--- src/rtl/spi_pkg.sv ---
// spi_pkg: shared state type, SPI mode encodings and sizing helper for the SPI master.
package spi_pkg;

   // Transfer sequencing states
   typedef enum logic [1:0] {
      IDLE  = 2'd0,
      SETUP = 2'd1,
      XFER  = 2'd2,
      HOLD  = 2'd3
   } spi_state_e;

   // SPI modes encoded as {CKP, CPH}
   localparam logic [1:0] MODE0 = 2'b00;
   localparam logic [1:0] MODE1 = 2'b01;
   localparam logic [1:0] MODE2 = 2'b10;
   localparam logic [1:0] MODE3 = 2'b11;

   // Width needed to index n items, never less than one bit
   function automatic int clog2_min1(input int n);
      int r;
      if (n <= 2) begin
         r = 1;
      end else begin
         r = $clog2(n);
      end
      return r;
   endfunction

endpackage

--- src/rtl/spi_clk_gen.sv ---
// spi_clk_gen: half-period timer and SCK phase generator. One tick every
// i_div+1 cycles while active; SCK edges are produced on ticks at the end of
// SETUP and inside XFER until 2*DATA_W edges have been issued.
module spi_clk_gen #(
   parameter int DATA_W = 8,
   parameter int DIV_W  = 8
) (
   input  logic             clk,
   input  logic             rst_n,
   input  logic             i_active,
   input  logic             i_setup,
   input  logic             i_xfer,
   input  logic [DIV_W-1:0] i_div,
   output logic             o_tick,
   output logic             o_lead_edge,
   output logic             o_trail_edge,
   output logic             o_last_edge,
   output logic             o_xfer_done,
   output logic             o_sck_tog
);
   localparam int                EDGE_W    = $clog2(2 * DATA_W) + 1;
   localparam logic [EDGE_W-1:0] EDGE_END  = EDGE_W'(2 * DATA_W);
   localparam logic [EDGE_W-1:0] EDGE_LAST = EDGE_W'(2 * DATA_W - 1);

   // One extra bit so an all-ones divider can never wrap the counter
   logic [DIV_W:0]      r_half_cnt;
   logic [EDGE_W-1:0]   r_edge_cnt;
   logic                r_tog;
   logic                w_tick;
   logic                w_edge;

   assign w_tick = i_active && (r_half_cnt == {1'b0, i_div});
   assign w_edge = w_tick && (i_setup || (i_xfer && (r_edge_cnt != EDGE_END)));

   // Half-period counter: restarts on every tick and whenever the master is idle
   always_ff @(posedge clk or negedge rst_n) begin
      if (!rst_n) begin
         r_half_cnt <= '0;
      end else if (!i_active || w_tick) begin
         r_half_cnt <= '0;
      end else begin
         r_half_cnt <= r_half_cnt + (DIV_W + 1)'(1);
      end
   end

   // Edge counter and SCK phase: each produced edge toggles SCK away from/back to idle
   always_ff @(posedge clk or negedge rst_n) begin
      if (!rst_n) begin
         r_edge_cnt <= '0;
         r_tog      <= 1'b0;
      end else if (!i_active) begin
         r_edge_cnt <= '0;
         r_tog      <= 1'b0;
      end else if (w_edge) begin
         r_edge_cnt <= r_edge_cnt + EDGE_W'(1);
         r_tog      <= ~r_tog;
      end else begin
         r_edge_cnt <= r_edge_cnt;
         r_tog      <= r_tog;
      end
   end

   // Even edge counts leave SCK idle, so the next edge is a leading one
   assign o_tick       = w_tick;
   assign o_lead_edge  = w_edge && !r_edge_cnt[0];
   assign o_trail_edge = w_edge && r_edge_cnt[0];
   assign o_last_edge  = (r_edge_cnt == EDGE_LAST);
   assign o_xfer_done  = w_tick && i_xfer && (r_edge_cnt == EDGE_END);
   assign o_sck_tog    = r_tog;

endmodule

--- src/rtl/spi_master_param.sv ---
// spi_master_param: parametrised full-duplex SPI master with start/busy/done
// handshake, per-transfer shadowed configuration and active-low chip selects.
module spi_master_param
   import spi_pkg::*;
#(
   parameter int DATA_W = 8,
   parameter int NUM_CS = 4,
   parameter int DIV_W  = 8,
   parameter int CS_W   = clog2_min1(NUM_CS)
) (
   input  logic              CLK,
   input  logic              RESET,
   input  logic              CKP,
   input  logic              CPH,
   input  logic              LSB_FIRST,
   input  logic [DIV_W-1:0]  CLK_DIV,
   input  logic              start,
   input  logic [CS_W-1:0]   cs_sel,
   input  logic [DATA_W-1:0] data_in,
   input  logic              MISO,
   output logic              busy,
   output logic              done,
   output logic [NUM_CS-1:0] CS,
   output logic              SCK,
   output logic              MOSI,
   output logic [DATA_W-1:0] data_out
);
   localparam logic [CS_W:0] NUM_CS_L = (CS_W + 1)'(NUM_CS);

   spi_state_e          r_state;
   spi_state_e          w_state_nxt;
   logic                r_ckp;
   logic                r_cph;
   logic                r_lsb;
   logic [DIV_W-1:0]    r_div;
   logic [DATA_W-1:0]   r_tx;
   logic [DATA_W-1:0]   r_rx;
   logic [DATA_W-1:0]   r_data_out;
   logic [NUM_CS-1:0]   r_cs;
   logic                r_mosi;
   logic                r_busy;
   logic                r_done;
   logic                w_cs_ok;
   logic                w_accept;
   logic                w_finish;
   logic                w_active;
   logic                w_setup;
   logic                w_xfer;
   logic                w_tick;
   logic                w_lead;
   logic                w_trail;
   logic                w_last;
   logic                w_xfer_done;
   logic                w_sck_tog;
   logic                w_sample;
   logic                w_advance;

   assign w_cs_ok  = ({1'b0, cs_sel} < NUM_CS_L);
   assign w_active = (r_state != IDLE);
   assign w_setup  = (r_state == SETUP);
   assign w_xfer   = (r_state == XFER);

   spi_clk_gen #(
      .DATA_W (DATA_W),
      .DIV_W  (DIV_W)
   ) u_clk_gen (
      .clk          (CLK),
      .rst_n        (RESET),
      .i_active     (w_active),
      .i_setup      (w_setup),
      .i_xfer       (w_xfer),
      .i_div        (r_div),
      .o_tick       (w_tick),
      .o_lead_edge  (w_lead),
      .o_trail_edge (w_trail),
      .o_last_edge  (w_last),
      .o_xfer_done  (w_xfer_done),
      .o_sck_tog    (w_sck_tog)
   );

   // State register
   always_ff @(posedge CLK or negedge RESET) begin
      if (!RESET) begin
         r_state <= IDLE;
      end else begin
         r_state <= w_state_nxt;
      end
   end

   // Next-state logic: IDLE -> SETUP -> XFER -> HOLD -> IDLE
   always_comb begin
      w_state_nxt = r_state;
      w_accept    = 1'b0;
      w_finish    = 1'b0;
      case (r_state)
         IDLE: begin
            if (start && w_cs_ok) begin
               w_state_nxt = SETUP;
               w_accept    = 1'b1;
            end else begin
               w_state_nxt = IDLE;
            end
         end
         SETUP: begin
            if (w_tick) begin
               w_state_nxt = XFER;
            end else begin
               w_state_nxt = SETUP;
            end
         end
         XFER: begin
            if (w_xfer_done) begin
               w_state_nxt = HOLD;
            end else begin
               w_state_nxt = XFER;
            end
         end
         HOLD: begin
            if (w_tick) begin
               w_state_nxt = IDLE;
               w_finish    = 1'b1;
            end else begin
               w_state_nxt = HOLD;
            end
         end
         default: begin
            w_state_nxt = IDLE;
         end
      endcase
   end

   // Select which SCK edge samples MISO and which advances MOSI for the latched mode
   always_comb begin
      w_sample  = 1'b0;
      w_advance = 1'b0;
      case ({r_ckp, r_cph})
         MODE0, MODE2: begin
            w_sample  = w_lead;
            w_advance = w_trail && !w_last;
         end
         MODE1, MODE3: begin
            w_sample  = w_trail;
            w_advance = w_lead;
         end
         default: begin
            w_sample  = 1'b0;
            w_advance = 1'b0;
         end
      endcase
   end

   // Datapath: shadow config, shift registers, chip selects and handshake outputs
   always_ff @(posedge CLK or negedge RESET) begin
      if (!RESET) begin
         r_ckp      <= 1'b0;
         r_cph      <= 1'b0;
         r_lsb      <= 1'b0;
         r_div      <= '0;
         r_tx       <= '0;
         r_rx       <= '0;
         r_data_out <= '0;
         r_cs       <= '1;
         r_mosi     <= 1'b0;
         r_busy     <= 1'b0;
         r_done     <= 1'b0;
      end else begin
         r_busy <= (w_state_nxt != IDLE);
         r_done <= w_finish;
         if (w_accept) begin
            r_ckp <= CKP;
            r_cph <= CPH;
            r_lsb <= LSB_FIRST;
            r_div <= CLK_DIV;
            r_cs  <= ~(NUM_CS'(1) << cs_sel);
            r_rx  <= '0;
            if (!CPH) begin
               // Leading-edge sampling needs the first bit on the wire during SETUP
               r_mosi <= LSB_FIRST ? data_in[0] : data_in[DATA_W-1];
               r_tx   <= LSB_FIRST ? {1'b0, data_in[DATA_W-1:1]} : {data_in[DATA_W-2:0], 1'b0};
            end else begin
               r_mosi <= 1'b0;
               r_tx   <= data_in;
            end
         end else if (w_finish) begin
            r_cs       <= '1;
            r_mosi     <= 1'b0;
            r_data_out <= r_rx;
         end else begin
            if (w_advance) begin
               r_mosi <= r_lsb ? r_tx[0] : r_tx[DATA_W-1];
               r_tx   <= r_lsb ? {1'b0, r_tx[DATA_W-1:1]} : {r_tx[DATA_W-2:0], 1'b0};
            end else begin
               r_mosi <= r_mosi;
               r_tx   <= r_tx;
            end
            if (w_sample) begin
               r_rx <= r_lsb ? {MISO, r_rx[DATA_W-1:1]} : {r_rx[DATA_W-2:0], MISO};
            end else begin
               r_rx <= r_rx;
            end
         end
      end
   end

   // While idle SCK follows the live CKP input; otherwise the latched polarity
   assign SCK      = (r_state == IDLE) ? CKP : (r_ckp ^ w_sck_tog);
   assign busy     = r_busy;
   assign done     = r_done;
   assign CS       = r_cs;
   assign MOSI     = r_mosi;
   assign data_out = r_data_out;

endmodule

--- config.mk ---
export PLATFORM = sky130hd
export DESIGN_NAME = spi_master_param
export DESIGN_NICKNAME = d
export VERILOG_FILES = /design/src/rtl/spi_pkg.sv /design/src/rtl/spi_clk_gen.sv /design/src/rtl/spi_master_param.sv
export SDC_FILE = /design/constraint.sdc
export NUM_CORES = 1
export LEC_CHECK = 0
export BUFFER_PORTS_ARGS = -buffer_cell sky130_fd_sc_hd__buf_2
export CAP_MARGIN = 15
export CELL_PAD_IN_SITES_DETAIL_PLACEMENT = 0
export CELL_PAD_IN_SITES_GLOBAL_PLACEMENT = 2
export CORE_MARGIN = 3
export CORE_UTILIZATION = 30
export CTS_CLUSTER_DIAMETER = 200
export CTS_CLUSTER_SIZE = 16
export DETAILED_ROUTE_END_ITERATION = 6
export PLACE_DENSITY_LB_ADDON = 0.1
export SYNTH_ARGS = -nofsm -noshare
export SYNTH_HDL_FRONTEND = slang
export SYNTH_HIERARCHICAL = 1
export SYNTH_SLANG_ARGS = --single-unit
--- constraint.sdc ---
create_clock -name CLK -period 3.2 [get_ports CLK]
set_input_delay 0 -clock CLK [delete_from_list [all_inputs] [get_ports CLK]]
set_output_delay 0 -clock CLK [all_outputs]
set_load 0.1 [all_outputs]
Yosys cells after proc, flatten, opt, wreduce, memory -nomap -nowiden
Cells that the tools add are included.
- register bits: 59
- input bits: 25
- output and inout port bits: 16
- word-level logic and storage cells: 95
- add/sub/neg operators: 2
- equal/unequal tests: 12
- shift operators: 1
- mux-type cells: 35
- bitwise operators: 4
- reductions and logical operators: 26
- operators by type and width (operator ; number):
    8-bit two-way mux ; 10
    1-bit two-way mux ; 15
    5-bit two-way mux ; 2
    2-bit nonzero test ; 5
    9-bit by 1-bit adder with 9-bit output (second input constant) ; 1
    9-bit by 8-bit == test with 1-bit output ; 1
    9-bit two-way mux ; 1
    2-bit == test (second input constant) ; 4
    1-bit logical AND ; 8
    4-bit two-way mux ; 2
    2-bit case mux with 4 select lines ; 1
    2-bit AND reduction ; 3
    5-bit by 1-bit adder with 5-bit output (second input constant) ; 1
    5-bit by 4-bit == test with 1-bit output (second input constant) ; 1
    5-bit == test (second input constant) ; 1
    5-bit inequality test (second input constant) ; 1
    2-bit by 1-bit == test with 1-bit output (second input constant) ; 2
    2-bit zero test ; 2
    2-bit two-way mux ; 2
    2-bit inequality test (second input constant) ; 2
    4-bit inverter ; 1
    1-bit case mux with 2 select lines ; 2
    2-bit OR reduction ; 2
    1-bit by 2-bit left shift with 4-bit output (first input constant) ; 1
    other kinds (5) ; 9

Depth between registers and ports, before layout
Gate-level depths: netlist of run 1.
- depth after elaboration: 10
- depth in mapped cells: 11
- gate-level depth less buffers: 10

Modules after synthesis
The synthesis of run 1 kept the hierarchy.
- modules (own cells, without submodules) (module ; times used ; cells an instance ; area each (um^2) ; sequential area each (um^2)):
    spi_master_param ; 1 ; 218 ; 2148.3 ; 1106.1
    spi_clk_gen ; 1 ; 103 ; 1002.2 ; 375.4

Worst setup path after synthesis of run 1
OpenSTA, ideal clock, no wires.
- path kind: register to output
- start point: register r_state[0]
- end point: output port SCK
- arrival time: 2.620 ns
- required time: 3.200 ns
- slack: 0.580 ns
- cell stages (with the launch flop): 3
- buffers on the path: 0
- cells stage by stage: dfrtp_1 -> nor2_1 -> o21ai_0
- longest elaborated chain between the ends: 2
- RTL lines (element ; RTL line ; text):
    from (decl) ; spi_master_param.sv:30 ; spi_state_e r_state;
    from (signal assigned) ; spi_master_param.sv:86 ; r_state <= w_state_nxt;
    2-bit zero test ; spi_master_param.sv:206 ; assign SCK = (r_state == IDLE) ? CKP : (r_ckp ^ w_sck_tog);
    1-bit two-way mux ; spi_master_param.sv:206 ;
    to (decl) ; spi_master_param.sv:24 ; output logic SCK,
No other way between the ends.

Final worst setup path of run 1
- start point: register u_clk_gen.r_half_cnt[1]
- end point: register r_cs[0] (netlist: CS[0])
- longest elaborated chain between the ends: 5
- RTL lines (element ; RTL line ; text):
    from (decl) ; spi_clk_gen.sv:26 ; logic [DIV_W:0] r_half_cnt;
    from (signal assigned) ; spi_clk_gen.sv:42 ; r_half_cnt <= r_half_cnt + (DIV_W + 1)'(1);
    9-bit by 8-bit == test with 1-bit output ; spi_clk_gen.sv:32 ; assign w_tick = i_active && (r_half_cnt == {1'b0, i_div});
    1-bit logical AND ; spi_clk_gen.sv:32 ;
    via w_tick ; spi_master_param.sv:49 ; logic w_tick;
    1-bit two-way mux ; spi_master_param.sv:119 ; if (w_tick) begin
    1-bit two-way mux ; spi_master_param.sv:95 ; case (r_state)
    2-bit nonzero test (no source line) ; n/a ;
    to (signal assigned) ; spi_master_param.sv:174 ; r_cs <= ~(NUM_CS'(1) << cs_sel);
    to (decl) ; spi_master_param.sv:39 ; logic [NUM_CS-1:0] r_cs;
The timed path passes the listed nets, and every way through them passes these cells.
A chain may end at the register's enable or synchronous reset.

==> results of run 1 <==
[stage by stage]
step / instances / worst slack, ns / utilization, % / hold slack [ns] / total power [mW]
6_report: 516 / 0.271 / 38.5 / 0.0465 / 3.32
5_1_grt: 516 / 0.0723 / 38.5 / 0.0526 / 3.55
4_1_cts: 516 / 0.278 / 38.5 / 0.0308 / 3.36
3_5_place_dp: 486 / 0.318 / 34.8 / 0.172 / 2.54
3_3_place_gp: 486 / 0.332 / 34.8 / 0.190 / 2.54
2_1_floorplan: 321 / 0.580 / - / -0.296 / 2.27
[flip-flops by register name, summed over array words and instances, names as in the netlist]
signal	count
u_clk_gen/r_half_cnt	9
data_out	8
r_div	8
r_rx	8
r_tx	8
u_clk_gen/r_edge_cnt	5
CS	4
r_state	2
MOSI	1
busy	1
done	1
r_ckp	1
r_cph	1
r_lsb	1
u_clk_gen/o_sck_tog	1
[critical path: cells and delay by family, from the launching register on]
kind,cells,cell delay (ns)
XOR/XNOR,1,0.23
AO/OA/AOI/OAI,1,0.19
AND/OR/NAND/NOR,4,1.26
flip-flops,1,0.42
buffers and inverters,2,0.76
[kinds of logic (layout without fill, tap and decap cells)]
| family | after synthesis | in the layout | share of synthesized area [%] |
|---|---|---|---|
| AO/OA/AOI/OAI | 53 | 53 | 12.7 |
| flip-flops | 59 | 59 | 47.0 |
| AND/OR/NAND/NOR | 139 | 139 | 21.7 |
| adder cells (fa/ha/maj) | 4 | 4 | 1.59 |
| XOR/XNOR | 17 | 17 | 4.96 |
| buffers and inverters | 24 | 86 | 3.93 |
| multiplexers | 25 | 25 | 8.10 |
[layout make-up]
cell class / instances / area (um^2) / area share, %
flip-flops and latches: 59 / 1480 / 38.5
multi-input cells: 238 / 1550 / 40.3
well taps: 133 / 166 / 4.33
repair buffers: 59 / 378 / 9.83
clock buffers: 12 / 155 / 4.04
clock inverters: 4 / 72.6 / 1.89
inverters: 11 / 41.3 / 1.07
[path summary, 6_finish.rpt]
check                      cells after the start               startpoint     endpoint  slack (ns)
max                                            8  u_clk_gen/r_half_cnt[1]        CS[0]        0.27
min                                            3                    start   r_state[0]        0.05
max reg2reg                                    8  u_clk_gen/r_half_cnt[1]        CS[0]        0.27
min reg2reg                                    2              data_out[5]  data_out[5]        0.47
max in group asynchronous                      3                    RESET      r_tx[3]        2.03
min in group asynchronous                      2                    RESET        r_ckp        0.31
[per-layer routing]
layer | up-vias | GRT usage, %
met5 | - | 0
met1 | 1117 | 20.1
met2 | 43 | 19.2
met4 | 0 | 4.87
met3 | 4 | 3.34
li1 | 1221 | -
[synthesized netlist by cell type (all sizes together) (2+ instances only)]
| library cell | number |
|---|---|
| a21oi | 5 |
| or3b | 3 |
| and3 | 3 |
| o221ai | 4 |
| o21ai | 17 |
| nor3 | 5 |
| buf | 9 |
| nor3b | 2 |
| a211oi | 6 |
| nor2 | 14 |
| ha | 4 |
| nand3 | 7 |
| a31oi | 3 |
| clkbuf | 4 |
| inv | 10 |
| o32a | 4 |
| nor2b | 8 |
| xor2 | 7 |
| xnor2 | 10 |
| mux2 | 4 |
| nand2b | 3 |
| dfstp | 4 |
| nand2 | 79 |
| dfrtp | 55 |
| nand3b | 2 |
| mux2i | 21 |
| nor4 | 5 |
| or4 | 2 |
| or2 | 3 |
| o21a | 6 |
| o22ai | 2 |
[report_power, final]
part | internal, mW | switching (mW)
registers | 0.974 | 0.249
clock network | 0.480 | 0.303
logic | 0.480 | 0.831
==> qor.yml, run 1 <==
hp-class: "in2reg"
antenna_found_initial: 0
maxCapViolCount: 0
end_kind: "flop"
drcViolationCount: 0
final_nets: 407
finalCriticalPeriod_ns: 2.93
min_period_over_period_pct: 91.5
fp.dieArea_mm2: 0.0118
dp_hpwl_um: 5220
tightestPinTransition_ns: 0.909
ant_nets: 0
met2RoutedLength_um: 3090
leakage_nw: 1.72
start_util_pct: 31.5
grt_pass1_wl_um: 12300
slew_headroom_pct: 39.4
synth_top_area_share_pct: 43.7
layout_commonest_cell: "nand2_1"
fmax_mhz: 341
cp_max_fo: 11
status: "completed"
place_congestion: 0.728
power.density_mw_per_mm2: 863
cts_root_buffer: "clkbuf_8"
cp_cell_sequence: "xor2_1 > or4_4 > nor4_2 > nand3_1 > buf_4 > nand2_1 > o32a_1 > dlygate4sd3_1"
cts_tree: "built"
seq_area_frac_synth_pct: 47.0
rows: 36
synth.area.top_cells: "dfrtp_1 (44%), nand2_1 (9.4%), mux2i_1 (6.7%)"
syn_to_final_growth_pct: 22.0
yosysUniqueCellTypes: 53
fin_skew_ns: 0.0105
fp.dieW_um: 108
dr.first_iter.drc_count: 88
crit_type: "reg2reg"
cts_resized: 0
routed_wl_um: 7430
arrival_ns: 3.20
rsz0062_at_grt: "no"
dr.pass1.iters: 4
postCtsSetupBuffers: 0
dpl_cell_area_mm2: 0.00348
cp-start-kind: "flop"
nFillCells: 1081
clock_path_buffers: 2
async_flop_share_pct: 100
cp.required_ns: 3.47
port_buffers: 40
drive_gt1_share_pct: 22.2
cp_slowest_stage_delay_ns: 0.58
mostFrequentLayoutCells: "nand2_1 (79), dfrtp_1 (55), buf_2 (40), mux2i_1 (21), o21ai_0 (16)"
die_y_um: 108
clock_latency_ns: 0.33
cts_made_buffers: 9
report.final.slew_viol_count: 0
clkSlewWorstSetupHoldPaths_ns: 0.07
ys_seq_elements: 59
grt_pass1_vias: 2393
ir_worst_vdd_uv: 514
synthCells: 321
grt_max_degree: 37
synth_top_area_cell: "dfrtp_1"
avgViaCountPerCell: 4.62
synth_edf_count: 0
routed.top_layer: "met4"
postCtsHoldBufs: 14
antenna_cells: 0
synth-main-ff-cell: "dfrtp_1"
grt_overflow: 0
wl_met1_um: 3990
hold_viol: 0
cp_slowest_cell: "or4_4"
htree_levels: 3
syn_nets: 350
final_area_mm2: 0.00384
syn_area_mm2: 0.00315
io_pins: 41
yosysWarningCount: 6
met3WireLength_um: 297
clock_sink_count: 59
grt.total_usage_pct: 13.7
synth_area_per_cell_um2: 9.81
avgRoutedWirePerCell_um: 14.4
vias: 2385
setup-tns-final_ns: 0
setup_viol: 0
core_area_mm2: 0.0100
(Power assumes the default switching activity.)
==> inputs of run 2 (changes only) <==
--- a/config.mk
+++ b/config.mk
@@ -14,6 +14,7 @@
 export CTS_CLUSTER_DIAMETER = 200
 export CTS_CLUSTER_SIZE = 16
 export DETAILED_ROUTE_END_ITERATION = 6
+export GPL_TIMING_DRIVEN = 0
 export PLACE_DENSITY_LB_ADDON = 0.1
 export SYNTH_ARGS = -nofsm -noshare
 export SYNTH_HDL_FRONTEND = slang
==> run 2 against run 1 <==
Clock skew is 0.00079 ns higher. First-iteration DRC count rose by 4.5%. Die area did not move. Worst hold slack improved by 0.022 ns. Register-to-register slack got worse by 0.06 ns. Non-clock buffer count rose by 8.
==> qor.yml, run 2 (synthesized netlist as in run 1, its figures left out) <==
drive_gt1_share_pct: 22.8  # +0.63 points
cts_root_buffer: "clkbuf_8"
place_congestion: 0.748  # +2.8%
grt_max_degree: 60  # +62%
slew_headroom_pct: 45.8  # +6.4 points
instances_no_fill: 523  # +1.4%
port_buffers: 40  # unchanged
status: "completed"
cp.required_ns: 3.47  # about the same
crit_type: "reg2reg"
drcViolationCount: 0  # unchanged
dpl_cell_area_mm2: 0.00352  # +1.2%
clock_latency_ns: 0.34  # about the same
fin_skew_ns: 0.0113  # +0.000790 ns
hp-class: "in2reg"
start_util_pct: 31.5  # unchanged
leakage_nw: 1.73  # +0.83%
routed_wl_um: 7890  # +6.2%
io_pins: 41  # unchanged
rows: 36  # unchanged
power.share.clock_pct: 20.9  # -2.7 points
regArea_mm2: 0.00148  # unchanged
switchingPower_mw: 1.40  # +1.1%
multi_input_area_mm2: 0.00155  # -0.16%
dr.first_iter.drc_count: 92  # +4.5%
rsz0062_at_grt: "no"
power.density_mw_per_mm2: 842  # -2.4%
clock_sink_count: 59  # unchanged
nFillCells: 1045  # -3.3%
grt_pass1_vias: 2549  # +6.5%
grt.total_usage_pct: 14.2  # +0.58 points
postCtsSetupBuffers: 0  # unchanged
p_seq_share_pct: 36.0  # -0.9 points
setup-tns-final_ns: 0  # unchanged
timing.rr.start: "u_clk_gen/r_half_cnt[1]"
mostFrequentLayoutCells: "nand2_1 (78), dfrtp_1 (55), buf_2 (42), mux2i_1 (21), o21ai_0 (16)"
regMostFlops: "u_clk_gen/r_half_cnt"
fp.dieW_um: 108  # unchanged
startpoint: "u_clk_gen/r_half_cnt[1]"
pre_cts_slack_ns: 0.392  # +0.0736 ns
clkSlewWorstSetupHoldPaths_ns: 0.07  # about the same
final_area_mm2: 0.00385  # +0.26%
min_period_over_period_pct: 93.4  # +1.9 points
grt_overflow: 0  # unchanged
finalCriticalPeriod_ns: 2.99  # +0.0607 ns
fp.dieArea_mm2: 0.0118  # unchanged
core_area_mm2: 0.0100  # unchanged
antenna_cells: 0  # unchanged
vias: 2543  # +6.6%
htree_levels: 3  # unchanged
cts_tree: "built"
cp_slowest_stage_delay_ns: 0.58  # about the same
post-route-util_pct: 38.6  # +0.10 points
hold_viol: 0  # unchanged
ant_nets: 0  # unchanged
layout_commonest_cell: "nand2_1"
dp_hpwl_um: 5420  # +3.8%
end_kind: "flop"
grt_pass1_wl_um: 13000  # +5.3%
holdWs_ns: 0.0688  # +0.0222 ns
setup_viol: 0  # unchanged
p_sw_share_pct: 43.1  # +1.4 points
combPwrFrac_pct: 43.1  # +3.6 points
dr.pass1.iters: 4  # unchanged
arrival_ns: 3.26  # +0.06 ns
cp_max_fo: 10  # -1
placed_cells: 494  # +1.6%
final_nets: 415  # +2.0%
largest_reg_flops: 9  # unchanged
report.final.slew_viol_count: 0  # unchanged
ir_worst_vdd_uv: 400  # -22%
avgRoutedWirePerCell_um: 15.1  # +4.7%
cp_cell_sequence: "xor2_1 > or4_4 > nor4_2 > nand3_1 > clkbuf_2 > nand2_2 > o32a_1 > dlygate4sd3_1"
cp-start-kind: "flop"
clock_path_buffers: 2  # unchanged
syn_to_final_growth_pct: 22.4
fmax_mhz: 334  # -2.0%
maxCapViolCount: 0  # unchanged
p_int_mw: 1.85  # -4.5%
antenna_found_initial: 0  # unchanged
die_y_um: 108  # unchanged
setup_slack_ns: 0.210  # -0.0607 ns
avgViaCountPerCell: 4.86  # +5.2%
power.total_mw: 3.25  # -2.1%
cp_slowest_cell: "or4_4"
cts_made_buffers: 9  # unchanged
min_from: "start"
tightestPinTransition_ns: 0.812  # -0.0965 ns
==> run 2: changes by cell type in the layout (fill, tap and decap cells not counted), moves of 2 or more <==
cell      previous run  this run
clkinv_2             1         3
buf_4                5         3
buf_2               40        42
clkbuf_1             1         3
buf_6                0         3
==> run 2: final timing paths <==
path	cells past startpoint	endpoint	slack [ns]
min in group asynchronous	2	r_ckp	0.25
hold reg to reg	2	data_out[7]	0.47
setup / recovery	8	CS[0]	0.21
max in group asynchronous	2	u_clk_gen/r_half_cnt[4]	2.37
hold / removal	3	r_state[0]	0.07
setup reg to reg	8	CS[0]	0.21
==> run 2: layout make-up <==
class / count / area share [%]
well taps: 133 / 4.32
inverters: 11 / 1.07
plain buffers: 13 / 2.17
clock buffers: 10 / 3.57
repair buffers: 54 / 8.89
clock inverters: 5 / 1.40
flip-flops and latches: 59 / 38.4
multi-input cells: 238 / 40.1
==> run 2: layer usage <==
layer | vias to the layer above | wire length, um | share of wire (%) | global-route usage, %
met3 | 8 | 385 | 4.9 | 3.22
met5 | - | 0 | 0 | 0
li1 | 1243 | - | - | -
met1 | 1232 | 4080 | 52 | 20.3
met4 | 0 | 109 | 1.4 | 5.68
met2 | 60 | 3320 | 42 | 20.7
==> run 2: power groups by stage <==
stage          Sequential, mW  Clock (mW)  Combinational [mW]
2_1_floorplan            1.32           0               0.948
3_3_place_gp             1.18           0                1.38
3_5_place_dp             1.18           0                1.39
4_1_cts                  1.17       0.704                1.41
5_1_grt                  1.20       0.730                1.54
6_report                 1.17       0.678                1.40
==> run 2: timing repair <==
action | in CTS | in global routing
hold buffers | 14 | 0
hold endpoints to repair | 69 | 0
endpoints found under the setup margin | 0 | 1
gates resized for setup | 0 | 3
==> run 2: worst max-delay path, delay by kind of cell (launching register included) <==
family	cells	cell delay (ns)
AND/OR/NAND/NOR	4	1.30
XOR/XNOR	1	0.23
flip-flops	1	0.42
buffers and inverters	2	0.81
AO/OA/AOI/OAI	1	0.16
==> inputs of run 3 (changes only) <==
--- a/config.mk
+++ b/config.mk
@@ -18,5 +18,4 @@
 export PLACE_DENSITY_LB_ADDON = 0.1
 export SYNTH_ARGS = -nofsm -noshare
 export SYNTH_HDL_FRONTEND = slang
-export SYNTH_HIERARCHICAL = 1
 export SYNTH_SLANG_ARGS = --single-unit
==> run 3 against run 2 <==
Synthesized cell count is 3.7% lower. Fmax is 3.4% higher. Core utilization is 0.36 points higher. Die area is 4.2% lower. Final area is 4.1% lower. Register-to-register slack better by 0.097 ns. Clock skew is 0.0032 ns lower. Critical endpoint is now CS[2]. Largest power group unchanged.
==> qor.yml, run 3 <==
synthCells: 309  # -3.7%
grt_max_degree: 60  # unchanged
regToRegSetupSlack_ns: 0.31  # +0.10 ns
largest_reg_flops: 9  # unchanged
dp_hpwl_um: 5130  # -5.3%
setup-tns-final_ns: 0  # unchanged
instances_no_fill: 506  # -3.3%
synth_area_per_cell_um2: 9.74  # -0.78%
hold_viol: 0  # unchanged
io_pins: 41  # unchanged
finalCriticalPeriod_ns: 2.89  # -0.0973 ns
antenna_cells: 0  # unchanged
seq_area_frac_synth_pct: 49.2  # +2.2 points
min_period_over_period_pct: 90.4  # -3.0 points
holdPathStages: 3  # unchanged
place_congestion: 0.736  # -1.7%
synthTopCellsByCount: "dfrtp_1 (55), nand2_1 (55), o21ai_0 (27)"
slew_headroom_pct: 49.6  # +3.8 points
final_area_mm2: 0.00370  # -4.1%
min_from: "data_in[7]"
grt.total_usage_pct: 14.0  # -0.28 points
async_flop_share_pct: 100  # unchanged
dr.first_iter.drc_count: 64  # -30%
fp.dieArea_mm2: 0.0113  # -4.2%
htree_levels: 3  # unchanged
clkSlewWorstSetupHoldPaths_ns: 0.07  # about the same
path_depth: 7  # -1
tightestPinTransition_ns: 0.756  # -0.0565 ns
clock_path_buffers: 2  # unchanged
grt_pass1_vias: 2457  # -3.6%
vias: 2360  # -7.2%
drive_gt1_share_pct: 20.4  # -2.4 points
ir_worst_vdd_uv: 317  # -21%
cp_slowest_stage_delay_ns: 0.57  # about the same
routed_wl_um: 7240  # -8.2%
grt_overflow: 0  # unchanged
fp.dieW_um: 106  # -2.1%
synth_top_area_share_pct: 45.7  # +2.1 points
cp-start-kind: "flop"
end_kind: "flop"
cp_slowest_cell: "dlygate4sd3_1"
drcViolationCount: 0  # unchanged
regMostFlops: "u_clk_gen.r_half_cnt"
start_util_pct: 31.7  # +0.16 points
power.total_mw: 3.54  # +9.1%
hp-class: "in2reg"
grt_pass1_wl_um: 12500  # -4.0%
post-route-util_pct: 38.9  # +0.36 points
setup_slack_ns: 0.307  # +0.0973 ns
synth.area.top_cells: "dfrtp_1 (46%), mux2i_1 (7.0%), nand2_1 (6.9%)"
synth_top_area_cell: "dfrtp_1"
synth_edf_count: 0  # unchanged
leakage_nw: 1.64  # -5.5%
mostFrequentLayoutCells: "dfrtp_1 (55), nand2_1 (55), buf_2 (39), o21ai_0 (27), mux2i_1 (21)"
arrival_ns: 3.17  # -0.09 ns
port_buffers: 38  # -5.0%
fmax_mhz: 346  # +3.4%
pre_cts_slack_ns: 0.582  # +0.191 ns
worstHoldEndpoint: "r_tx[7]"
fin_skew_ns: 0.00809  # -0.00319 ns
report.final.slew_viol_count: 0  # unchanged
rr_worst_depth: 7  # -1
clock_sink_count: 59  # unchanged
timing.rr.start: "u_clk_gen.r_half_cnt[0]"
antenna_found_initial: 0  # unchanged
cp.required_ns: 3.48  # about the same
cts_root_buffer: "clkbuf_8"
syn_to_final_growth_pct: 22.9
critPathBufInv: 2  # unchanged
rsz0062_at_grt: "no"
syn_area_mm2: 0.00301  # -4.5%
cp_cell_sequence: "xor2_1 > or4_4 > nor3_1 > nand3_1 > clkbuf_1 > a32oi_1 > dlygate4sd3_1"
holdWs_ns: 0.0234  # -0.0454 ns
maxCapViolCount: 0  # unchanged
placed_cells: 476  # -3.6%
nFillCells: 989  # -5.4%
crit_type: "reg2reg"
cts_made_buffers: 9  # unchanged
final_nets: 401  # -3.4%
ant_nets: 0  # unchanged
power.density_mw_per_mm2: 958  # +14%
core_area_mm2: 0.00950  # -5.0%
cts_tree: "built"
synth-main-ff-cell: "dfrtp_1"
status: "completed"
dpl_cell_area_mm2: 0.00336  # -4.4%
setup_viol: 0  # unchanged
cp_max_fo: 10  # unchanged
die_y_um: 106  # -2.1%
rows: 35  # -2.8%
syn_nets: 338  # -3.4%
rr_endpoint: "CS[2]"
clock_latency_ns: 0.33  # about the same
avgRoutedWirePerCell_um: 14.3  # -5.1%
yosysWarningCount: 0  # -6
critPathTopFamily: "simple AND/OR/NAND/NOR gates"
avgViaCountPerCell: 4.66  # -4.1%
ys_seq_elements: 59  # unchanged
dr.pass1.iters: 4  # unchanged
yosysUniqueCellTypes: 37  # -30%
## run 3: cell count changes after synthesis, moves of 7 or more
cell      before  now
o21ai_0       16   27
mux2_2         4   15
or3_1          1   10
clkbuf_1       4   15
a21oi_1        4   11
nand2_1       79   55
## run 3: cell type report
type	count	area, um^2	share of cell area (%)
sequential	59	1480	40.1
multi-input combinational	225	1420	38.5
timing repair buffer	52	333	9.00
tap	129	161	4.37
clock buffer	11	141	3.82
buffer	18	77.6	2.10
clock inverter	5	52.6	1.42
inverter	7	26.3	0.711
## run 3: tightest hold or removal path, stage by stage
cell and delay, ns:
buf_2 0.11, a211oi_1 0.07, a31oi_1 0.13
## run 3: timing repair
action                    CTS  global route
hold endpoints to repair   69             0
hold buffers               14             0
resized for setup           0             0
setup buffers               0             0
## run 3: report_power, final
| group | internal (mW) | switching [mW] |
|---|---|---|
| registers | 1.02 | 0.210 |
| logic | 0.466 | 1.17 |
| clock network | 0.377 | 0.295 |
| total | 1.87 | 1.67 |
## run 3: per-layer routing
metal	GRT usage, %	part of all wire (%)
met5	0	0
met4	3.61	0.62
met3	4.07	4.1
met2	21.0	43
met1	19.7	52
## run 3: how the worst max path moves through the flow
stage | startpoint | to | slack, ns
2_1_floorplan | r_state[1] | SCK | 0.54
5_1_grt | u_clk_gen.r_half_cnt[0] | CS[2] | 0.02
4_1_cts | u_clk_gen.r_half_cnt[0] | CS[2] | 0.28
3_5_place_dp | u_clk_gen.r_half_cnt[0] | r_rx[0] | 0.58
6_report | u_clk_gen.r_half_cnt[0] | CS[2] | 0.31
3_3_place_gp | u_clk_gen.r_half_cnt[0] | r_rx[0] | 0.58
## run 3: kinds of logic (layout without fill, tap and decap cells)
| group | after synthesis | count (layout) | synth area share (%) |
|---|---|---|---|
| and+or+nand+nor | 116 | 116 | 18.1 |
| DFF | 59 | 59 | 49.2 |
| AOI/OAI and AO/OA | 51 | 51 | 9.69 |
| adders and majority gates | 4 | 4 | 1.66 |
| buffers and inverters | 25 | 93 | 3.45 |
| muxes | 36 | 36 | 12.6 |
| xor gates and xnor gates | 18 | 18 | 5.24 |
